## config.mk

```make
export PLATFORM = sky130hd
export DESIGN_NAME = program_loader
export DESIGN_NICKNAME = d
export VERILOG_FILES = /design/src/rtl/riscv_pkg.sv /design/src/rtl/cycle_counter.sv /design/src/rtl/program_loader.sv
export SDC_FILE = /design/constraint.sdc
export NUM_CORES = 1
export LEC_CHECK = 0
export CAP_MARGIN = 20
export CORE_MARGIN = 2
export CORE_UTILIZATION = 40
export DETAILED_ROUTE_END_ITERATION = 16
export PLACE_DENSITY_LB_ADDON = 0.2
export RECOVER_POWER = 100
export SLEW_MARGIN = 20
export SYNTH_ARGS = -nofsm -noshare
export SYNTH_HDL_FRONTEND = slang
export SYNTH_SLANG_ARGS = --single-unit
```

## constraint.sdc

```tcl
create_clock -name clock -period 1.6 [get_ports clock]
set_clock_uncertainty 0.15 [all_clocks]
set_input_delay 0.24 -clock clock [delete_from_list [all_inputs] [get_ports clock]]
set_output_delay 0.24 -clock clock [all_outputs]
set_load 0.05 [all_outputs]
```

## src/rtl/riscv_pkg.sv

```systemverilog
// rtl/riscv_pkg.sv - shared types and constants for the RISC-V boot loader
package riscv_pkg;

    localparam int INSTR_WIDTH = 32;

    typedef enum logic [1:0] {
        ST_IDLE    = 2'd0,
        ST_LOAD    = 2'd1,
        ST_RELEASE = 2'd2,
        ST_RUN     = 2'd3
    } loader_state_e;

endpackage

```

## src/rtl/cycle_counter.sv

```systemverilog
// rtl/cycle_counter.sv - loadable down-counter with zero flag
module cycle_counter #(
    parameter int WIDTH = 2
) (
    input  logic             clock,
    input  logic             reset,
    input  logic             load,
    input  logic [WIDTH-1:0] load_value,
    input  logic             enable,
    output logic [WIDTH-1:0] count,
    output logic             zero
);

    logic [WIDTH-1:0] count_q;
    logic [WIDTH-1:0] count_d;

    // Load wins over decrement; the counter parks at zero.
    always_comb begin
        count_d = count_q;
        if (load) begin
            count_d = load_value;
        end else if (enable && (count_q != '0)) begin
            count_d = count_q - WIDTH'(1);
        end
    end

    always_ff @(posedge clock) begin
        if (reset) begin
            count_q <= '0;
        end else begin
            count_q <= count_d;
        end
    end

    assign count = count_q;
    assign zero  = (count_q == '0);

endmodule

```

## src/rtl/program_loader.sv

```systemverilog
// rtl/program_loader.sv - streams program words into instruction memory, then releases the core
module program_loader
    import riscv_pkg::*;
#(
    parameter int ADDR_WIDTH     = 8,
    parameter int DATA_WIDTH     = INSTR_WIDTH,
    parameter int RELEASE_CYCLES = 2
) (
    input  logic                  clock,
    input  logic                  reset,
    input  logic                  start,
    input  logic                  inValid,
    output logic                  inReady,
    input  logic [DATA_WIDTH-1:0] inData,
    input  logic                  inLast,
    output logic                  memWriteEnable,
    output logic [ADDR_WIDTH-1:0] memAddress,
    output logic [DATA_WIDTH-1:0] memData,
    output logic                  coreReset,
    output logic                  busy,
    output logic                  done,
    output logic                  overflow,
    output logic [ADDR_WIDTH:0]   wordsLoaded
);

    localparam int CNT_W = (RELEASE_CYCLES > 1) ? $clog2(RELEASE_CYCLES) : 1;
    localparam logic [CNT_W-1:0]      CNT_LOAD = CNT_W'(RELEASE_CYCLES - 1);
    localparam logic [ADDR_WIDTH-1:0] PTR_MAX  = '1;

    loader_state_e state_q, state_d;

    logic [ADDR_WIDTH-1:0] ptr_q, ptr_d;
    logic [ADDR_WIDTH:0]   words_q, words_d;
    logic                  ovf_q, ovf_d;
    logic                  we_q, we_d;
    logic [ADDR_WIDTH-1:0] addr_q, addr_d;
    logic [DATA_WIDTH-1:0] data_q, data_d;
    logic                  done_q, done_d;

    logic             handshake;
    logic             load_end;
    logic             restart;
    logic             cnt_zero;
    logic [CNT_W-1:0] cnt_value;

    assign handshake = inValid && inReady;
    // The final slot ends the load even without inLast, so the pointer never wraps.
    assign load_end  = handshake && (inLast || (ptr_q == PTR_MAX));
    assign restart   = start && ((state_q == ST_IDLE) || (state_q == ST_RUN));

    cycle_counter #(
        .WIDTH (CNT_W)
    ) u_release_counter (
        .clock      (clock),
        .reset      (reset),
        .load       (load_end),
        .load_value (CNT_LOAD),
        .enable     (state_q == ST_RELEASE),
        .count      (cnt_value),
        .zero       (cnt_zero)
    );

    always_ff @(posedge clock) begin
        if (reset) begin
            state_q <= ST_IDLE;
            ptr_q   <= '0;
            words_q <= '0;
            ovf_q   <= 1'b0;
            we_q    <= 1'b0;
            addr_q  <= '0;
            data_q  <= '0;
            done_q  <= 1'b0;
        end else begin
            state_q <= state_d;
            ptr_q   <= ptr_d;
            words_q <= words_d;
            ovf_q   <= ovf_d;
            we_q    <= we_d;
            addr_q  <= addr_d;
            data_q  <= data_d;
            done_q  <= done_d;
        end
    end

    always_comb begin
        state_d = state_q;
        unique case (state_q)
            ST_IDLE:    if (start)    state_d = ST_LOAD;
            ST_LOAD:    if (load_end) state_d = ST_RELEASE;
            ST_RELEASE: if (cnt_zero) state_d = ST_RUN;
            ST_RUN:     if (start)    state_d = ST_LOAD;
            default:                  state_d = ST_IDLE;
        endcase
    end

    always_comb begin
        ptr_d   = ptr_q;
        words_d = words_q;
        ovf_d   = ovf_q;
        we_d    = handshake;
        addr_d  = addr_q;
        data_d  = data_q;
        done_d  = (state_q == ST_RELEASE) && cnt_zero;
        if (restart) begin
            ptr_d   = '0;
            words_d = '0;
            ovf_d   = 1'b0;
        end else if (handshake) begin
            addr_d  = ptr_q;
            data_d  = inData;
            words_d = words_q + (ADDR_WIDTH+1)'(1);
            if (ptr_q != PTR_MAX) begin
                ptr_d = ptr_q + ADDR_WIDTH'(1);
            end else if (!inLast) begin
                ovf_d = 1'b1;
            end
        end
    end

    always_comb begin
        inReady   = (state_q == ST_LOAD);
        busy      = (state_q == ST_LOAD) || (state_q == ST_RELEASE);
        coreReset = (state_q != ST_RUN);
    end

    assign memWriteEnable = we_q;
    assign memAddress     = addr_q;
    assign memData        = data_q;
    assign done           = done_q;
    assign overflow       = ovf_q;
    assign wordsLoaded    = words_q;

endmodule
```

### Yosys cells after proc, flatten, opt, wreduce, memory -nomap -nowiden

Cells that the tools add are included.

* flip-flop bits (word level): 63
* word-level logic and storage cells: 47

* add/subtract/negate cells: 3
* equality and inequality tests: 9
* mux-type cells: 6
* bitwise operators: 4
* reduce and logical (&&, ||, !) cells: 16

Operators with widths (number)
* $add A9 B1 Y9 const B: 1
* $add A8 B1 Y8 const B: 1
* $eq A8 B8 Y1 const B: 1
* $ne A8 B8 Y1 const B: 1
* $mux W2: 3
* $pmux W2 S3: 1
* $reduce_and A3 Y1: 2
* $logic_and A1 B1 Y1: 5
* $eq A2 B2 Y1 const B: 2
* $ne A2 B1 Y1 const B: 2
* $ne A2 B2 Y1 const B: 2
* $not A1 Y1: 4
* $reduce_and A2 Y1: 2
* $reduce_or A2 Y1: 2
* $logic_or A1 B1 Y1: 3
* $eq A2 B1 Y1 const B: 1
* $logic_not A2 Y1: 1
* $mux W1: 2
* $reduce_bool A2 Y1: 1
* $sub A1 B1 Y1 const B: 1

### Logic depth before layout (Yosys ltp)

Gate-level depths: netlist of the first run.

* word-level depth: 5
* gate-level depth with buffers: 8
* depth with buffers taken out: 6

### Hierarchy

From an unflattened synthesis of the first run, not the netlist that was laid out.

* cells, all modules: 294
* area, all modules: 2454.9 µm²

By module, submodules not included
* program_loader: times used 1, cells an instance 290, area each 2407.3 µm², seq. area each 1241.2 µm²
* cycle_counter: times used 1, cells an instance 4, area each 47.5 µm², seq. area each 20.0 µm²

### Worst setup path after synthesis of the first run

OpenSTA, ideal clock, no wires.

* path type: reg2reg
* start point: register state_q[0]
* end point: register ptr_q[7]
* setup time: 0.130 ns
* data arrival time: 1.788 ns
* required time: 1.320 ns
* slack: -0.468 ns
* stages on the path, launching flop included: 6
* path buffers: 0
* cells stage by stage: dfxtp_1 -> ha_1 -> nand2_2 -> a2111oi_4 -> a31o_1 -> a21oi_1

* elaborated cells between the ends (all ways): 8
* classes of those cells: eq/ne: 2; reduce/logical: 6

RTL lines
* from (decl): RTL line program_loader.sv:30 `loader_state_e state_q, state_d;`
* from (signal assigned): RTL line program_loader.sv:74 `state_q <= state_d;`
* $eq A2 B1 Y1: RTL line program_loader.sv:121 `inReady = (state_q == ST_LOAD);`
* named net inReady: RTL line program_loader.sv:13 `output logic inReady,`
* $logic_and A1 B1 Y1: RTL line program_loader.sv:46 `assign handshake = inValid && inReady;`
* $reduce_and A2 Y1 (no line)
* to (signal assigned): RTL line program_loader.sv:75 `ptr_q <= ptr_d;`
* to (decl): RTL line program_loader.sv:32 `logic [ADDR_WIDTH-1:0] ptr_q, ptr_d;`

The timed path passes the listed nets, and every way through them passes these cells.
A chain may end at the register's enable or synchronous reset.

### Final worst setup path of the first run

* start point: register state_q[0]
* end point: output busy

* cells in the longest elaborated chain, start to end: 2
* elaborated cells between the ends (all ways): 3
* classes of those cells: eq/ne: 2; reduce/logical: 1

Ends and longest elaborated chain
* $eq A2 B1 Y1 / $eq A2 B2 Y1 (equally long branches): RTL line program_loader.sv:122 `busy = (state_q == ST_LOAD) || (state_q == ST_RELEASE);`
* $logic_or A1 B1 Y1 (*): RTL line program_loader.sv:122
* to (decl): RTL line program_loader.sv:20 `output logic busy,`

Every way passes the cells marked *; elsewhere a longest branch is shown, timed or not.

==> results.json, run 1 <==
{
  "clock_path_buffers": 2,
  "h-tree-depth": 3,
  "synth_cell_types": 36,
  "slowest_stage": "dfxtp_4",
  "hold_path_end": "memData[19]$_SDFFE_PP0P_",
  "synthCells": 296,
  "status": "finished with violations",
  "synth.avg_cell_area_sq_um": 8.43,
  "die_y_um": 83.0,
  "tns_ps": -4480,
  "ant_nets": 0,
  "yosysWarningCount": 0,
  "path_max_fanout": 3,
  "numCtsBuffers": 9,
  "diodes": 0,
  "hold_path.class": "input pin to flop",
  "r2r_cells": 6,
  "drive_gt1_share_pct": 36.4,
  "violations": "negative setup slack",
  "rrSetupSlack_ps": -150,
  "power.density_nw_per_um2": 1260,
  "finalPower_mw": 5.78,
  "critPathLaunchType": "flop",
  "cp-end-kind": "output pin",
  "path_delay_family": "buffers and inverters",
  "critical_path.max_stage_delay_ps": 360,
  "worstPathCellList": "inv_2 > ha_4 > clkinvlp_4 > buf_6 > buf_12",
  "crit_buf_inv": 4,
  "worstSetupPathType": "flop to output pin",
  "grt_pass1_wl_um": 10900,
  "rsz0062_at_grt": "yes",
  "overflow": 0,
  "hold_path_depth": 3,
  "syn-num-nets": 339,
  "port_buffers": 91,
  "wl_per_cell_um": 14.0,
  "grt_antenna_before_repair": 0,
  "synthTopCellsByArea": "dfxtp_1 (51%), nand2_1 (13%), a21oi_1 (9.8%), ha_1 (3.0%), nor2_1 (2.6%)",
  "holdBufCountCts": 0,
  "core-area_sq_um": 5990,
  "synthArstFlopShare_pct": 0,
  "reg2reg_from": "state_q[1]$_SDFFE_PP0P_",
  "rows": 28,
  "drv_cap": 0,
  "drt_drc_violations_left": 0,
  "chipWidth_um": 83.0,
  "cts_tree": "built",
  "grt_max_degree": 26,
  "max_freq_ghz": 0.558,
  "place_congestion": 0.779,
  "min_period_ps": 1790,
  "synthFlopType": "dfxtp_1",
  "maxSlewViolCount": 0,
  "ys_ff_latch": 63,
  "post-route-period-util_pct": 112,
  "grtUsageTotal_pct": 19.5,
  "r2r_end": "state_q[0]$_SDFFE_PP0P_",
  "synth.largest_area_cell": "dfxtp_1",
  "first_global_vias": 2344,
  "critPathArrivalTime_ps": 1400,
  "final-hold-violation-count": 0,
  "tightest_slew_ps": 512,
  "max_slew_margin_pct": 65.8,
  "clock_latency_ps": 340,
  "syn_area_sq_um": 2490,
  "synth_enable_flop_cells": 0,
  "required_ps": 1210,
  "holdCritStartpoint": "inData[19]",
  "initial_core_util_pct": 41.6,
  "cts_root_buf": "clkbuf_8",
  "leakage_nw": 1.72,
  "drtIter0Drc": 74,
  "routed_via_density": 4.98,
  "routed_wl_um": 6930,
  "dr.pass1.iters": 4,
  "die_area_sq_um": 6880,
  "worst_slack_ps": -193,
  "syn_to_final_growth_pct": 84.3,
  "hpwl_um": 4550,
  "cts.sinks": 63,
  "yosysTopAreaCellShare_pct": 50.6,
  "ios": 92,
  "dr_total_vias": 2467,
  "synth.yosys.seq_area_share_pct": 50.6,
  "ir_drop_mv": 0.681,
  "setup_viol": 52,
  "clkTransAtPathRegs_ps": 70,
  "fin_nets": 458
}
-- metal layers --
| layer | global-route usage (%) | up-vias | share of wire, % |
|---|---|---|---|
| met5 | 0 | - | 0 |
| met4 | 10.1 | 0 | 2.0 |
| met3 | 4.37 | 12 | 3.6 |
| met2 | 30.9 | 68 | 49 |
| met1 | 24.7 | 1156 | 46 |
| li1 | - | 1231 | - |
-- synth_stat cells, types with 3 or more instances --
| library cell | n |
|---|---|
| nand2_1 | 87 |
| dfxtp_1 | 63 |
| a21oi_1 | 49 |
| nor2_1 | 17 |
| buf_2 | 8 |
| clkbuf_1 | 7 |
| inv_1 | 7 |
| ha_1 | 6 |
| xnor2_1 | 6 |
| xor2_1 | 6 |
| nand4_1 | 4 |
| nand3_1 | 3 |
| o21ai_0 | 3 |
-- placed cells by master, fill, tap and decap left out, types with 2 or more instances in the layout --
cell / count
and3_1: 2
buf_6: 8
clkbuf_1: 2
a21oi_2: 23
o21ai_0: 2
o21ai_2: 2
nor2_1: 17
dfxtp_1: 59
nand3_1: 2
inv_2: 4
ha_1: 2
nand4_1: 4
clkbuf_8: 11
xor2_1: 6
clkinv_2: 2
clkbuf_2: 9
dfxtp_2: 2
a2111oi_4: 2
ha_2: 2
xnor2_1: 5
buf_12: 48
inv_1: 3
nor3_2: 2
buf_4: 17
clkdlybuf4s50_1: 35
and3_4: 2
a21oi_1: 25
dlymetal6s2s_1: 4
dfxtp_4: 2
nand2_1: 87
a311oi_1: 2
clkbuf_16: 2
clkinvlp_4: 2
ha_4: 2
-- area by class of cell --
cell class / count / area [sq um]
Clock buffer: 13 / 159
Clock inverter: 3 / 17.5
Fill cell: 391 / 1390
Inverter: 8 / 33.8
Multi-Input combinational cell: 209 / 1330
Sequential cell: 63 / 1270
Tap cell: 75 / 93.8
Timing Repair Buffer: 124 / 1690
-- state kept, by name (all words and copies together), names as in the netlist --
register and flops:
ptr_q 8, wordsLoaded 9, done 1, u_release_counter.count 1, state_q 2, memData 32
overflow 1, memWriteEnable 1, memAddress 8
-- timing repair --
item	CTS	global route
pin swaps	4	16
buffers inserted	6	2
gates resized for setup	12	37
gates cloned	0	3
endpoints found under the hold margin	0	0
endpoints found under the setup margin	62	59
-- kinds of logic (layout without fill, tap and decap cells) --
family | count (synthesis) | count (layout) | share of synthesized area [%]
DFF | 63 | 63 | 50.6
AOI/OAI and AO/OA | 63 | 63 | 15.4
and+or+nand+nor | 127 | 127 | 22.1
buffers and inverters | 24 | 148 | 4.31
xor gates and xnor gates | 12 | 12 | 4.21
adders and majority gates | 6 | 6 | 3.01
muxes | 1 | 1 | 0.401
-- stage by stage --
| stage | worst slack, ps | utilization [%] | hold slack [ps] | cells | instance area [sq um] |
|---|---|---|---|---|---|
| after floorplan | -169 | - | 228 | 296 | 2580 |
| after global placement | -283 | 71.0 | 296 | 468 | 4250 |
| after detailed placement | -306 | 71.0 | 297 | 468 | 4250 |
| after CTS | -155 | 75.4 | 283 | 490 | 4520 |
| after global routing | -274 | 76.8 | 300 | 495 | 4600 |
| final | -193 | 76.8 | 293 | 495 | 4600 |
-- worst max-delay path by stage --
| stage | start | end | slack (ps) | depth (start not counted) |
|---|---|---|---|---|
| finish | state_q[0]$_SDFFE_PP0P_ | busy | -190 | 5 |
| global route | state_q[1]$_SDFFE_PP0P_ | state_q[0]$_SDFFE_PP0P_ | -270 | 6 |
| CTS | state_q[0]$_SDFFE_PP0P_ | busy | -160 | 5 |
| detailed placement | inValid | state_q[1]$_SDFFE_PP0P_ | -310 | 5 |
| global placement | inValid | ptr_q[7]$_SDFFE_PP0P_ | -280 | 5 |
| floorplan | state_q[0]$_SDFFE_PP0P_ | memAddress[0]$_SDFFE_PP0P_ | -170 | 7 |
-- power by group --
| part | total [mW] | internal [mW] | switching, mW | leakage, nW |
|---|---|---|---|---|
| sequential | 1.87 | 1.73 | 0.139 | 0.512 |
| combinational | 2.68 | 1.34 | 1.34 | 1.12 |
| clock | 1.24 | 0.642 | 0.594 | 0.0894 |
-- worst register-to-register path: cells and delay by family (launching register included) --
kind                     cells  cell delay, ps
buffers and inverters        2             310
flip-flops                   1             370
AO/OA/AOI/OAI                3             570
adder cells (fa/ha/maj)      1             260
Power figures use the tool's default switching activity.
==> run 2: changes to the inputs <==
- CORE_UTILIZATION: 40 -> 30
- DONT_BUFFER_PORTS: unset -> 1
==> run 2 against run 1 <==
  * The run still ends with negative setup slack left
  * Cell count down 3.2%
  * Final area is 15% lower
  * Via count shrank 8.6%
  * Sequential power increased by 18%
  * Clock power grew 10%
  * Worst hold slack worse by 250 ps
  * Maximum frequency shrank 1.1%
  * Register-to-register slack worse by 60 ps
  * Critical path type is now flop to flop
  * Critical endpoint is now memData[6]$_SDFFE_PP0P_
==> results.json, run 2 (same netlist as run 1, synthesis figures left out) <==
{
  "die_y_um": 95.2,
  "max_slew_margin_pct": 61.1,
  "leakage_nw": 1.39,
  "post-route-period-util_pct": 113,
  "worstSetupPathType": "flop to flop",
  "h-tree-depth": 3,
  "max_freq_ghz": 0.552,
  "combinationalPowerShare_pct": 35.8,
  "critPathArrivalTime_ps": 1930,
  "rsz0062_at_grt": "yes",
  "die_area_sq_um": 9060,
  "overflow": 0,
  "ios": 92,
  "core-area_sq_um": 8130,
  "place_area_sq_um": 2890,
  "drtIter0Drc": 86,
  "clkTransAtPathRegs_ps": 70,
  "port_buffers": 0,
  "chipWidth_um": 95.2,
  "initial_core_util_pct": 30.7,
  "seq_power_share_pct": 39.6,
  "routed_via_density": 4.71,
  "rrSetupSlack_ps": -210,
  "grt_antenna_before_repair": 0,
  "final_common_cell": "nand2_1",
  "p_sw_mw": 2.10,
  "grt_pass1_wl_um": 9770,
  "cts_tree": "built",
  "ir_drop_mv": 0.458,
  "clock_path_buffers": 2,
  "drt_drc_violations_left": 0,
  "required_ps": 1710,
  "worst_slack_ps": -213,
  "place_congestion": 0.710,
  "critPathLaunchType": "flop",
  "path_max_fanout": 10,
  "grt_max_degree": 46,
  "hold_slack_ps": 44.9,
  "cts_root_buf": "clkbuf_8",
  "dp.cells": 415,
  "p_sw_share_pct": 37.7,
  "final_cell_mix": "nand2_1 (66), dfxtp_1 (59), dlygate4sd3_1 (33), a21oi_1 (27), a21oi_2 (21)",
  "first_global_vias": 2109,
  "drv_cap": 0,
  "status": "finished with violations",
  "final-hold-violation-count": 0,
  "clock_latency_ps": 330,
  "cts.sinks": 63,
  "rows": 33,
  "fillerInstances": 767,
  "hold_path.class": "input pin to flop",
  "dr.pass1.iters": 4,
  "largest_reg_flops": 32,
  "maxSlewViolCount": 0,
  "routed_wl_um": 7430,
  "diodes": 0,
  "power.clock.fraction_pct": 24.6,
  "fin_cells": 479,
  "tns_ps": -7450,
  "drive_gt1_share_pct": 35.8,
  "fin_nets": 412,
  "numCtsBuffers": 9,
  "syn_to_final_growth_pct": 57.2,
  "cp-end-kind": "flop",
  "grtUsageTotal_pct": 14.1,
  "min_period_ps": 1810,
  "p_int_mw": 3.47,
  "setup_viol": 45,
  "power.density_nw_per_um2": 1420,
  "wl_per_cell_um": 15.5,
  "ant_nets": 0,
  "hpwl_um": 4010,
  "dr_total_vias": 2256,
  "violations": "negative setup slack",
  "tightest_slew_ps": 583,
  "fin_area_sq_um": 3920
}
## run 2: power by group through the flow
stage	sequential (mW)	clock (mW)	combinational (mW)
3_3_place_gp	2.23	0	1.23
6_report	2.21	1.37	1.99
2_1_floorplan	2.25	0	0.813
4_1_cts	2.20	1.41	1.54
3_5_place_dp	2.24	0	1.25
5_1_grt	2.23	1.49	2.13
## run 2: what timing repair did
action	CTS	global route
hold buffers	34	0
endpoints found under the hold margin	46	0
pin swaps	3	16
endpoints found under the setup margin	48	62
buffers inserted	3	2
resized for setup	14	61
gates cloned	0	9
## run 2: layout make-up
type / instances / area (sq um) / share of cell area, %
Inverter: 8 / 40.0 / 1.02
Clock buffer: 12 / 145 / 3.70
Sequential cell: 63 / 1270 / 32.4
Clock inverter: 4 / 45.0 / 1.15
Tap cell: 105 / 131 / 3.35
Timing Repair Buffer: 78 / 881 / 22.5
Multi-Input combinational cell: 209 / 1410 / 35.9
## run 2: worst max-delay path, stage by stage, from the launching register on
cell	delay (ps)
dfxtp_4	370
inv_4	40
ha_4	240
buf_6	120
buf_4	130
a21oi_4	160
buf_12	150
clkbuf_16	170
nand2_1	60
a21oi_1	140
## run 2: per-stage QoR
step	util, %	setup slack, ps	total power [mW]
2_1_floorplan	-	-169	3.06
6_report	48.2	-213	5.57
4_1_cts	43.1	-161	5.15
5_1_grt	48.2	-273	5.84
3_3_place_gp	35.5	-41.4	3.47
3_5_place_dp	35.5	-64.6	3.49
## run 2: metal layers
metal	part of all wire [%]	track usage (%)	vias up	routed length [um]
met1	44	16.1	1048	3300
met2	47	23.5	68	3490
met4	1.6	6.52	0	119
met3	6.9	4.82	12	516
li1	-	-	1128	-
met5	0	0	-	0
## run 2: worst paths after layout
kind / endpoint / start / cells after the start
worst max register to register: memData[6]$_SDFFE_PP0P_ / state_q[0]$_SDFFE_PP0P_ / 9
worst max-delay path: memData[6]$_SDFFE_PP0P_ / state_q[0]$_SDFFE_PP0P_ / 9
worst min register to register: memAddress[6]$_SDFFE_PP0P_ / memAddress[6]$_SDFFE_PP0P_ / 2
worst min-delay path: wordsLoaded[4]$_SDFFE_PP0P_ / inValid / 3
